`src/rtl/led_blinker.sv`:
```
// Free-running LED blinker: led toggles every PERIOD clocks, giving a 50% duty square wave.
// Optional status outputs (tick, blink_count) are built when LED_BLINKER_STATUS_EN is defined.
module led_blinker #(
    parameter int PERIOD = 50_000_000
) (
    input  logic        clk,
    input  logic        reset,
`ifdef LED_BLINKER_STATUS_EN
    output logic        tick,
    output logic [15:0] blink_count,
`endif
    output logic        led
);

    localparam int CW = (PERIOD > 1) ? $clog2(PERIOD) : 1;
    localparam logic [CW-1:0] LAST = CW'(PERIOD - 1);

    logic [CW-1:0] cnt_q, cnt_d;
    logic          led_q, led_d;
    logic          at_last;

    // Terminal compare is the only way back to zero, so cnt stays within 0..PERIOD-1.
    always_comb begin
        at_last = (cnt_q == LAST);
        cnt_d   = cnt_q + CW'(1);
        led_d   = led_q;
        if (at_last) begin
            cnt_d = '0;
            led_d = ~led_q;
        end
    end

    always_ff @(posedge clk) begin
        if (reset) begin
            cnt_q <= '0;
            led_q <= 1'b0;
        end else begin
            cnt_q <= cnt_d;
            led_q <= led_d;
        end
    end

    assign led = led_q;

`ifdef LED_BLINKER_STATUS_EN
    logic        tick_q, tick_d;
    logic [15:0] blink_q, blink_d;

    // tick is registered alongside led, so it is high in exactly the cycle led shows its new value.
    always_comb begin
        tick_d  = at_last;
        blink_d = blink_q;
        if (at_last && !led_q) begin
            blink_d = blink_q + 16'd1;
        end
    end

    always_ff @(posedge clk) begin
        if (reset) begin
            tick_q  <= 1'b0;
            blink_q <= 16'd0;
        end else begin
            tick_q  <= tick_d;
            blink_q <= blink_d;
        end
    end

    assign tick        = tick_q;
    assign blink_count = blink_q;
`endif

endmodule

```
`config.mk`:
```
export PLATFORM = sky130hd
export DESIGN_NAME = led_blinker
export DESIGN_NICKNAME = d
export VERILOG_FILES = /design/src/rtl/led_blinker.sv
export SDC_FILE = /design/constraint.sdc
export NUM_CORES = 1
export LEC_CHECK = 0
export BUFFER_PORTS_ARGS = -buffer_cell sky130_fd_sc_hd__buf_2
export CAP_MARGIN = 0
export CORE_MARGIN = 2
export CORE_UTILIZATION = 34
export DETAILED_ROUTE_END_ITERATION = 8
export GPL_TIMING_DRIVEN = 0
export PLACE_DENSITY = 0.45
export SLEW_MARGIN = 30
export SYNTH_ARGS = -nofsm -noshare
export SYNTH_HDL_FRONTEND = slang
export SYNTH_SLANG_ARGS = --single-unit
```
`constraint.sdc`:
```
create_clock -name clk -period 5.95 [get_ports clk]
set_input_delay 1.785 -clock clk [delete_from_list [all_inputs] [get_ports clk]]
set_output_delay 1.785 -clock clk [all_outputs]
set_load 0.1 [all_outputs]
```
==> results_dict.tcl <==
set metrics [dict create \
    regArea_um2 541 \
    place.gp.congestion 0.760 \
    finalPower_mw 0.296 \
    hold_viol 0 \
    clockRootBuffer "clkbuf_8" \
    postLayoutCellArea_um2 1370 \
    cts_setup_buffers 0 \
    core_area_um2 3610 \
    leakage_nw 0.427 \
    path_cells "buf_2" \
    powerDensity_nw_per_um2 216 \
    synth_seq_cells 27 \
    num-nets-final 155 \
    dieArea_um2 4200 \
    clock_path_buffers 2 \
    fin_hold_ws_ns 0.473 \
    cts_sinks 27 \
    skew_ns 0.00442 \
    dp_hpwl_mm 1.88 \
    final_common_cell "dfxtp_1" \
    setup_tns_ns 0 \
    grt-ovfl-total 0 \
    drt-pass1-iter-count 4 \
    synth_seq_area_share 0.429 \
    cp_max_fo 3 \
    timing.fmax_mhz 354 \
    run_status "finished clean" \
    cpMaxStageDelayCell "buf_2" \
    worst_pin_slew_ns 0.475 \
    arrival_ns 1.04 \
    clock_latency_ns 0.27 \
    drc 0 \
    cts_tree "built" \
    stdcell_count 199 \
    grt_pass1_wl_mm 4.39 \
    drv_slew 0 \
    synth.cell_area_um2 1260 \
    drt_iter0_markers 85 \
    pre_cts_ws_ns 3.38 \
    num_rows 22 \
    mostFrequentLayoutCells "dfxtp_1 (27), nor2_1 (16), nand3_1 (10), a21oi_1 (10)" \
    finalSetupViolations 0 \
    end_kind "output port" \
    final.fill_count 394 \
    grt_usage 0.136 \
    place_inst 195 \
    die_w_um 64.8 \
    hold_buffers 0 \
    critPathLaunchType "flip-flop" \
    via_per_inst 5.33 \
    vias 1060 \
    clk_pin_slew_ns 0.09 \
    max-slew-margin-rel 0.683 \
    wl_per_cell_um 13.0 \
    multiInputGateArea_um2 678 \
    area_growth_pct 9.15 \
    antenna_found_initial 0 \
    initial_core_util 0.349 \
    min_period_over_period 0.475 \
    postSynthCellCount 145 \
    die_y_um 64.8 \
    cts.htree.levels 1 \
    period_needed_ns 2.83 \
    place_area_um2 1330 \
    io_pins 3 \
    crit_buf_inv 1 \
    maxCapViolCount 0 \
    synth_cell_types 30 \
    port_buffers 2 \
    max-vdd-ir-drop_mv 0.0723 \
    fin_util 0.381 \
    syn_area_per_cell_um2 8.68 \
    cts_resized 0 \
    critPathTopFamily "buffers and inverters" \
    critPathKind "reg -> out" \
    antennaDiodeCount 0 \
    layout-drive-gt1-share 0.0795 \
    first_global_vias 963 \
    hold_path.class "reg -> reg" \
    ys_warn_count 0 \
    worstPathRequired_ns 4.16 \
    numCtsBuffers 3 \
    cp_slowest_stage_delay_ns 0.43 \
    setup_ws_ns 3.12 \
    syn-num-nets 148 \
    grt_max_degree 15 \
    rsz0062_at_grt "no" \
    routed_wl_mm 2.58 \
    regToRegSetupSlack_ns 3.78 \
    antenna_left 0 \
]
==> cells by family (layout without fill, tap and decap cells) <==
group | count (synthesis) | in the layout | share of synthesized area
flops | 27 | 27 | 0.429
fa+ha+maj | 1 | 1 | 0.00994
compound gates | 23 | 23 | 0.116
xor+xnor | 14 | 14 | 0.0974
buf+inv | 8 | 14 | 0.0318
simple gates | 72 | 72 | 0.315
==> cell type report <==
cell class / instances / share of cell area
clock buffer: 4 / 0.0328
multi-input combinational: 110 / 0.494
inverter: 2 / 0.00546
tap: 48 / 0.0437
buffer: 6 / 0.0237
timing repair buffer: 2 / 0.00729
sequential: 27 / 0.393
==> flip-flops by register name, indices dropped and copies added (netlist names) <==
register  flops
cnt_q        26
led           1
==> power by group <==
| part | internal (mW) | leakage, nW | switching, mW |
|---|---|---|---|
| Combinational | 0.00328 | 0.186 | 0.00569 |
| Sequential | 0.182 | 0.218 | 0.00157 |
| Clock | 0.0480 | 0.0228 | 0.0553 |
| Total | 0.234 | 0.427 | 0.0625 |
==> layer usage <==
layer	vias up	GRT usage	wire length, um
met2	12	0.218	1150
met5	-	0	0
met1	492	0.178	1310
met3	5	0.0226	66
met4	0	0.0638	49
li1	551	-	-
==> synth_stat cells <==
cell      number  area [um^2]
or4_1          9         67.6
dfxtp_1       27          541
and3_1         3         18.8
o31ai_1        7         52.6
or3_1          3         18.8
nor2_1        16         60.1
or2_2          1         6.26
inv_1          2         7.51
clkbuf_1       2         7.51
and2_1         3         18.8
nor2b_1        1         6.26
nand2_1        9         33.8
nand3_1       10         50.1
buf_4          2         15.0
nor4_1         3         18.8
nand2b_1       1         6.26
and4_1         1         8.76
nor3_1         1         5.00
o221ai_1       1         8.76
o41ai_1        1         8.76
xnor2_1        6         52.6
o21bai_2       1         11.3
or4b_1         1         10.0
ha_1           1         12.5
xor2_1         8         70.1
a21oi_1       10         50.1
nand4_1        9         56.3
o21ai_0        3         15.0
buf_2          2         10.0
or4_4          1         11.3
==> worst paths after layout <==
path | start | endpoint | cells past startpoint
setup / recovery | led | led | 1
hold / removal | cnt_q[0] | cnt_q[0] | 1
setup reg to reg | cnt_q[10] | cnt_q[9] | 5
hold reg to reg | cnt_q[0] | cnt_q[0] | 1
(Power assumes the default switching activity.)
